### config.mk
export PLATFORM = sky130hd
export DESIGN_NAME = int_replay_queue
export DESIGN_NICKNAME = d
export VERILOG_FILES = /design/src/rtl/int_replay_queue.sv
export SDC_FILE = /design/constraint.sdc
export NUM_CORES = 1
export LEC_CHECK = 0
export CAP_MARGIN = 20
export CORE_ASPECT_RATIO = 0.75
export CORE_MARGIN = 2
export CORE_UTILIZATION = 45
export CTS_BUF_LIST = sky130_fd_sc_hd__clkbuf_16
export DETAILED_ROUTE_END_ITERATION = 6
export HOLD_SLACK_MARGIN = 0.15
export SETUP_SLACK_MARGIN = 0.1
export SYNTH_ARGS = -nofsm -noshare
export SYNTH_HDL_FRONTEND = slang
export SYNTH_SLANG_ARGS = --single-unit
export TNS_END_PERCENT = 100
### constraint.sdc
create_clock -name clk -period 17.46 [get_ports clk]
set_input_delay 2.619 -clock clk [delete_from_list [all_inputs] [get_ports clk]]
set_output_delay 2.619 -clock clk [all_outputs]
set_load 0.02 [all_outputs]
### src/rtl/int_replay_queue.sv
// Integer issue/replay transmitter: holds recently issued op groups and re-sends them on request.
// Optional perf counters are enabled by defining INT_REPLAY_QUEUE_PERF_COUNTER_EN.
module int_replay_queue #(
    parameter int ISSUE_WIDTH   = 2,
    parameter int DEPTH         = 8,
    parameter int DATA_W        = 64,
    parameter int AL_PTR_W      = 6,
    parameter int IQ_PTR_W      = 4,
    parameter int REPLAY_WINDOW = 3
) (
    input  logic                            clk,
    input  logic                            rst,
    input  logic                            stall,
    input  logic [ISSUE_WIDTH-1:0]          enq_valid,
    input  logic [ISSUE_WIDTH*DATA_W-1:0]   enq_data,
    input  logic [ISSUE_WIDTH*AL_PTR_W-1:0] enq_al_ptr,
    input  logic [ISSUE_WIDTH*IQ_PTR_W-1:0] enq_iq_ptr,
    input  logic                            replay_start,
    input  logic                            flush_valid,
    input  logic [AL_PTR_W-1:0]             flush_head,
    input  logic [AL_PTR_W-1:0]             flush_tail,
    input  logic                            flush_all,
    output logic                            replay,
    output logic [ISSUE_WIDTH-1:0]          replay_entry,
    output logic [ISSUE_WIDTH*DATA_W-1:0]   replay_data,
    output logic [ISSUE_WIDTH*AL_PTR_W-1:0] replay_al_ptr,
    output logic [ISSUE_WIDTH*IQ_PTR_W-1:0] replay_iq_ptr,
    output logic                            full,
    output logic                            empty,
    output logic                            overflow
`ifdef INT_REPLAY_QUEUE_PERF_COUNTER_EN
    ,
    output logic [31:0]                     perf_replay_groups,
    output logic [31:0]                     perf_flushed_lanes
`endif
);

    localparam int PTR_W = $clog2(DEPTH);
    localparam int CNT_W = PTR_W + 1;
    localparam int AGE_W = $clog2(REPLAY_WINDOW + 1);
    localparam logic [AGE_W-1:0] AGE_MAX = AGE_W'(REPLAY_WINDOW);

    typedef enum logic [0:0] {IDLE, REPLAY} state_t;

    state_t                          state_reg, state_next;
    logic [PTR_W-1:0]                head_reg, tail_reg;
    logic [CNT_W-1:0]                count_reg, count_next;
    logic                            overflow_reg;
    logic [ISSUE_WIDTH-1:0]          vld_reg  [DEPTH];
    logic [ISSUE_WIDTH*DATA_W-1:0]   data_reg [DEPTH];
    logic [ISSUE_WIDTH*AL_PTR_W-1:0] al_reg   [DEPTH];
    logic [ISSUE_WIDTH*IQ_PTR_W-1:0] iq_reg   [DEPTH];
    logic [AGE_W-1:0]                age_reg  [DEPTH];

    logic [DEPTH-1:0][ISSUE_WIDTH-1:0] store_flush;
    logic [ISSUE_WIDTH-1:0]            enq_flush;
    logic                              deq, enq_try, enq_ok;

    // Range is [head, tail) on the circular active-list pointer space.
    function automatic logic in_flush_range(input logic fv, input logic fa,
                                            input logic [AL_PTR_W-1:0] h,
                                            input logic [AL_PTR_W-1:0] t,
                                            input logic [AL_PTR_W-1:0] p);
        if (!fv) return 1'b0;
        if (fa) return 1'b1;
        if (h <= t) return (p >= h) && (p < t);
        return (p >= h) || (p < t);
    endfunction

    genvar gi, gl;
    generate
        for (gi = 0; gi < DEPTH; gi++) begin : g_entry
            for (gl = 0; gl < ISSUE_WIDTH; gl++) begin : g_lane
                assign store_flush[gi][gl] = in_flush_range(flush_valid, flush_all, flush_head,
                    flush_tail, al_reg[gi][gl*AL_PTR_W +: AL_PTR_W]);
            end
        end
        for (gl = 0; gl < ISSUE_WIDTH; gl++) begin : g_enq_lane
            assign enq_flush[gl] = in_flush_range(flush_valid, flush_all, flush_head,
                flush_tail, enq_al_ptr[gl*AL_PTR_W +: AL_PTR_W]);
        end
    endgenerate

    assign empty    = (count_reg == '0);
    assign full     = (count_reg == CNT_W'(DEPTH));
    assign overflow = overflow_reg;
    // Head leaves either by being replayed or by aging out of the window while idle.
    assign deq      = !stall && !empty &&
                      ((state_reg == REPLAY) || (age_reg[head_reg] == AGE_MAX));
    assign enq_try  = !stall && (|enq_valid);
    assign enq_ok   = enq_try && (!full || deq);
    assign count_next = count_reg + CNT_W'(enq_ok) - CNT_W'(deq);
    assign replay   = (state_reg == REPLAY) && !empty;

    always_comb begin
        state_next = state_reg;
        case (state_reg)
            IDLE:    if (replay_start && !empty) state_next = REPLAY;
            REPLAY:  if (empty || (deq && count_next == '0)) state_next = IDLE;
            default: state_next = IDLE;
        endcase
    end

    always_comb begin
        replay_entry  = '0;
        replay_data   = '0;
        replay_al_ptr = '0;
        replay_iq_ptr = '0;
        if (replay) begin
            replay_entry  = vld_reg[head_reg] & ~store_flush[head_reg];
            replay_data   = data_reg[head_reg];
            replay_al_ptr = al_reg[head_reg];
            replay_iq_ptr = iq_reg[head_reg];
        end
    end

    always_ff @(posedge clk) begin
        if (rst) begin
            state_reg    <= IDLE;
            head_reg     <= '0;
            tail_reg     <= '0;
            count_reg    <= '0;
            overflow_reg <= 1'b0;
            for (int i = 0; i < DEPTH; i++) begin
                vld_reg[i] <= '0;
                age_reg[i] <= '0;
            end
        end else begin
            state_reg <= state_next;
            for (int i = 0; i < DEPTH; i++) begin
                vld_reg[i] <= vld_reg[i] & ~store_flush[i];
                if (state_reg == IDLE && !stall && age_reg[i] != AGE_MAX)
                    age_reg[i] <= age_reg[i] + 1'b1;
            end
            if (enq_ok) begin
                vld_reg[tail_reg] <= enq_valid & ~enq_flush;
                age_reg[tail_reg] <= '0;
                tail_reg          <= tail_reg + 1'b1;
            end
            if (deq) head_reg <= head_reg + 1'b1;
            count_reg <= count_next;
            if (enq_try && full && !deq) overflow_reg <= 1'b1;
        end
    end

    // Payload fields carry no reset; validity lives in vld_reg.
    always_ff @(posedge clk) begin
        if (enq_ok) begin
            data_reg[tail_reg] <= enq_data;
            al_reg[tail_reg]   <= enq_al_ptr;
            iq_reg[tail_reg]   <= enq_iq_ptr;
        end
    end

`ifdef INT_REPLAY_QUEUE_PERF_COUNTER_EN
    logic [DEPTH-1:0] occ;
    logic [31:0]      flushed_now;

    generate
        for (gi = 0; gi < DEPTH; gi++) begin : g_occ
            logic [PTR_W-1:0] off;
            assign off     = PTR_W'(gi) - head_reg;
            assign occ[gi] = {1'b0, off} < count_reg;
        end
    endgenerate

    always_comb begin
        flushed_now = '0;
        for (int i = 0; i < DEPTH; i++)
            for (int l = 0; l < ISSUE_WIDTH; l++)
                if (occ[i] && vld_reg[i][l] && store_flush[i][l])
                    flushed_now = flushed_now + 32'd1;
    end

    always_ff @(posedge clk) begin
        if (rst) begin
            perf_replay_groups <= '0;
            perf_flushed_lanes <= '0;
        end else begin
            if (deq && state_reg == REPLAY) perf_replay_groups <= perf_replay_groups + 32'd1;
            perf_flushed_lanes <= perf_flushed_lanes + flushed_now;
        end
    end
`endif

endmodule

==> flow_metrics.tcl, run 1 <==
set metrics [dict create \
    status "finished clean" \
    power_density_nw_per_um2 110 \
    maxCapViolCount 0 \
    maxSlewHeadroom_pct 10.7 \
    worst_slack_ns 7.79 \
    ir_worst_vdd_v 0.0000816 \
    min_path_cells 2 \
    drt_iter0_markers 2087 \
    post-route-min-period_ns 9.67 \
    dp_hpwl_um 71000 \
    routed_wl_um 125000 \
    cts_root_buffer "clkbuf_16" \
    grt_max_degree 135 \
    hold_viol_final 0 \
    critical_path_class "input pin to output port" \
    period_share_pct 55.4 \
    tightest_slew_ns 1.34 \
    synth.cell_area_um2 51800 \
    cts_tree "yes" \
    route.detailed.drc 0 \
    drv_slew 0 \
    antenna_left 0 \
    hold_start "vld_reg[2][0]" \
    row_count 107 \
    cp_max_fo 20 \
    path_clk_slew_ns 0.06 \
    setup_viol 0 \
    die_h_um 298 \
    leakage_nw 19.5 \
    yosysUniqueCellTypes 74 \
    nets 3447 \
    power_mw 6.69 \
    rsz0062_at_grt "false" \
    grt_first_pass_wirelength_um 185000 \
    cp.required_ns 14.84 \
    die_x_um 396 \
    synth_nets 3080 \
    fin_cells 4696 \
    pre_cts_slack_ns 7.82 \
    synth_edf_count 1184 \
    synth_seq_cells 1231 \
    fillers 8843 \
    synth_largest_area_cell "edfxtp_1" \
    slowest_delay_ns 0.75 \
    cp-start-kind "input pin" \
    postCtsSetupRepairBufs 0 \
    min_to "vld_reg[2][0]" \
    fin_tns_setup_ns 0 \
    drive_gt1_share_pct 17.3 \
    end_kind "output port" \
    vias 26528 \
    cts_buffers 118 \
    synthToLayoutAreaGrowth_pct 17.4 \
    cts_sinks 1231 \
    reg2reg_to "data_reg[6][81]" \
    clockBufferDepth 3 \
    place_congestion 0.827 \
    grt_usage_pct 21.3 \
    cp_cell_sequence "clkdlybuf4s50_1 -> inv_1 -> ha_1 -> and4_1 -> nand3_1 -> o31a_1 -> a221oi_1 -> nor2_1 -> nor2_1 -> a2111oi_0 -> o22ai_1 -> clkdlybuf4s50_1" \
    die_area_um2 118000 \
    largest_reg_flops 1024 \
    drtPass1Iterations 5 \
    start_util_pct 45.5 \
    synth_cells 2692 \
    synthFlopType "edfxtp_1" \
    portBuffers 321 \
    routedWlPerCell_um 26.7 \
    yosys-top-cells-area "edfxtp_1 (69%), mux4_2 (13%), ha_1 (5.3%)" \
    cp.arrival_ns 7.05 \
    h-tree-depth 3 \
    gr-total-overflow 0 \
    routed_via_density 5.65 \
    hold_class "register to register" \
    io_pins 322 \
    async_flop_share_pct 0 \
    avgSynthCellArea_um2 19.2 \
    grt_antenna_before_repair 14 \
    synth.most_common_cell "edfxtp_1" \
    yosysWarnings 0 \
    clk_latency_ns 0.73 \
    finClkSkew_ns 0.0541 \
    synth_top_area_share_pct 68.6 \
    r2r_setup_slack_ns 12.13 \
    place_inst 4464 \
    slowest_stage "o31a_1" \
    timing.fmax_ghz 0.103 \
    cts_resized 0 \
    reg2reg_depth 10 \
    synth_seq_area_share_pct 70.4 \
    synth_common_cells "edfxtp_1 (1,184), mux4_2 (301), ha_1 (219)" \
    holdBufCountCts 0 \
    core_um2 114000 \
    grt_pass1_vias 27690 \
]
-- layer usage --
metal | track usage, % | vias up | wire length (um)
li1 | - | 11776 | -
met1 | 29.9 | 13918 | 55400
met2 | 33.9 | 641 | 60100
met3 | 5.03 | 177 | 7480
met4 | 4.95 | 16 | 2400
met5 | 0 | - | 94
-- report_power, final --
group / internal, mW / switching, mW / leakage (nW) / total [mW]
Clock: 1.41 / 1.10 / 1.97 / 2.51
Combinational: 0.340 / 0.436 / 6.39 / 0.776
Sequential: 3.36 / 0.0444 / 11.1 / 3.40
-- cells in the final DEF (no fill, tap or decap), drive strengths merged, types with 60 or more instances in the layout --
cell type      Yosys  layout
clkdlybuf4s50      0     321
ha               219     219
mux4             301     301
clkinv             1      60
nor2             198     198
clkbuf            60     125
mux2i            172     172
inv               46      71
edfxtp          1184    1184
o21ai             62      62
-- metrics by stage --
stage / area (um2) / util (%) / hold WS (ns)
finish: 60800 / 53.4 / 0.478
floorplan: 51800 / - / 0.443
CTS: 60800 / 53.3 / 0.479
detailed placement: 56900 / 49.9 / 0.470
global route: 60800 / 53.4 / 0.502
global placement: 56900 / 49.9 / 0.451
-- logic make-up (layout without fill, tap and decap cells) --
family / after synthesis / after routing / synth area share, %
and+or+nand+nor: 355 / 355 / 3.20
muxes: 474 / 474 / 16.4
DFF: 1231 / 1231 / 70.4
buffers and inverters: 166 / 637 / 1.30
xor gates and xnor gates: 14 / 14 / 0.237
other: 0 / 7 / 0
adders and majority gates: 227 / 227 / 5.47
AOI/OAI and AO/OA: 225 / 225 / 2.92
-- how the worst max path moves through the flow --
stage                  startpoint               to  slack [ns]  depth (start not counted)
detailed placement  flush_tail[3]  replay_entry[1]        7.82                         12
floorplan                   stall    vld_reg[0][0]        5.39                          6
global placement    flush_tail[3]  replay_entry[1]        7.90                         12
global route        flush_tail[3]  replay_entry[1]        7.55                         12
CTS                 flush_tail[3]  replay_entry[1]        7.80                         12
finish              flush_tail[3]  replay_entry[1]        7.79                         12
-- area by class of cell --
class                      count  area (um2)  share of cell area [%]
antenna                        7        17.5                  0.0288
timing repair buffer         366        3650                    6.01
clock inverter                99         743                    1.22
inverter                      47         186                   0.307
tap                         1526        1910                    3.14
multi-input combinational   1295       14700                    24.1
clock buffer                 125        3130                    5.14
sequential                  1231       36500                    60.0
-- worst max-delay path, delay by kind of cell --
kind                       cells  cell delay, ns
buffers and inverters          3            1.72
AOI/OAI and AO/OA              4            1.64
and+or+nand+nor                4            0.65
adders and majority gates      1            0.41
Note: power is estimated with default switching activity, not from simulation.
==> run 2: changes to the inputs <==
Clock period 17.46 ns to 9.6 ns, I/O delays scaled along.
==> flow_metrics.tcl, run 2 (synthesized netlist as in run 1, its figures left out) <==
set metrics [dict create \
    status "finished clean" \
    cts_root_buffer "clkbuf_16" \
    ir_worst_vdd_v 0.000167 \
    leakage_nw 19.4 \
    cp.arrival_ns 5.88 \
    path_clk_slew_ns 0.06 \
    postCtsSetupRepairBufs 0 \
    nets 3441 \
    fin_tns_setup_ns 0 \
    maxCapViolCount 0 \
    die_h_um 298 \
    drt_iter0_markers 2119 \
    antenna_left 0 \
    power_mw 12.2 \
    start_util_pct 45.5 \
    mostFrequentLayoutCells "edfxtp_1 (1,184), clkdlybuf4s50_1 (321), mux4_2 (301), ha_1 (219), nor2_1 (197)" \
    cts_buffers 117 \
    row_count 107 \
    die_x_um 396 \
    cts_tree "yes" \
    largest_reg_flops 1024 \
    grt_first_pass_wirelength_um 185000 \
    h-tree-depth 3 \
    hold_viol_final 0 \
    die_area_um2 118000 \
    synthToLayoutAreaGrowth_pct 17.3 \
    cts_sinks 1231 \
    hold_class "register to register" \
    cp_max_fo 20 \
    end_kind "output port" \
    grt_max_degree 123 \
    place_congestion 0.839 \
    rsz0062_at_grt "false" \
    timing.fmax_ghz 0.137 \
    routed_via_density 5.68 \
    grt_usage_pct 21.2 \
    cp.required_ns 8.16 \
    holdBufCountCts 0 \
    io_pins 322 \
    vias 26613 \
    cts_resized 0 \
    portBuffers 321 \
    drive_gt1_share_pct 16.9 \
    maxSlewHeadroom_pct 7.06 \
    post-route-min-period_ns 7.32 \
    clk_latency_ns 0.73 \
    drtPass1Iterations 5 \
    gr-total-overflow 0 \
    routed_wl_um 124000 \
    place_inst 4460 \
    clockBufferDepth 3 \
    final_common_cell "edfxtp_1" \
    setup_viol 0 \
    finClkSkew_ns 0.0289 \
    route.detailed.drc 0 \
    routedWlPerCell_um 26.5 \
    power_density_nw_per_um2 201 \
    fin_cells 4689 \
    critical_path_class "input pin to output port" \
    drv_slew 0 \
    cp-start-kind "input pin" \
    grt_pass1_vias 27906 \
    core_um2 114000 \
    tightest_slew_ns 1.39 \
    dp_hpwl_um 70500 \
    period_share_pct 76.3 \
    grt_antenna_before_repair 17 \
]
run 2: cell type report:
cell class	instances	area (um2)
Antenna cell	9	22.5
Clock buffer	120	3000
Clock inverter	100	828
Fill cell	8901	53200
Inverter	47	186
Multi-Input combinational cell	1295	14700
Sequential cell	1231	36500
Tap cell	1526	1910
Timing Repair Buffer	361	3630
run 2: worst paths after layout:
path | cells past startpoint | startpoint | end | slack [ns]
setup reg to reg | 10 | register | data_reg[6][73] | 4.67
hold / removal | 2 | overflow | overflow | 0.48
hold reg to reg | 2 | overflow | overflow | 0.48
setup / recovery | 12 | flush_tail[3] | replay_entry[1] | 2.28
run 2: metal layers:
layer	vias to the layer above	global-route usage [%]	routed length (um)
li1	11773	-	-
met1	13895	30.1	55400
met2	734	33.0	57800
met3	193	5.04	7820
met4	18	5.55	2890
met5	-	0	105
run 2: where the power goes:
part | leakage [nW] | internal [mW] | switching [mW] | total (mW)
combinational | 6.36 | 0.612 | 0.782 | 1.39
clock | 1.95 | 2.61 | 1.99 | 4.61
sequential | 11.1 | 6.11 | 0.0829 | 6.19
run 2: through the flow:
| step | setup slack, ns | instance area [um2] | util, % | hold slack (ns) |
|---|---|---|---|---|
| 2_1_floorplan | 2.28 | 51800 | - | 0.443 |
| 3_3_place_gp | 2.32 | 56900 | 49.9 | 0.457 |
| 3_5_place_dp | 2.34 | 56900 | 49.9 | 0.468 |
| 4_1_cts | 2.32 | 60700 | 53.3 | 0.483 |
| 5_1_grt | 1.94 | 60700 | 53.3 | 0.507 |
| 6_report | 2.28 | 60700 | 53.3 | 0.477 |
run 2: worst max-delay path, cell delays in order:
cell             delay [ns]
clkdlybuf4s50_1        0.39
inv_1                  0.72
ha_1                   0.41
and4_1                 0.22
nand3_1                0.15
o31a_1                 0.72
a221oi_1               0.21
nor2_1                 0.26
nor2_1                 0.07
a2111oi_0              0.41
o22ai_1                0.25
clkdlybuf4s50_1        0.60
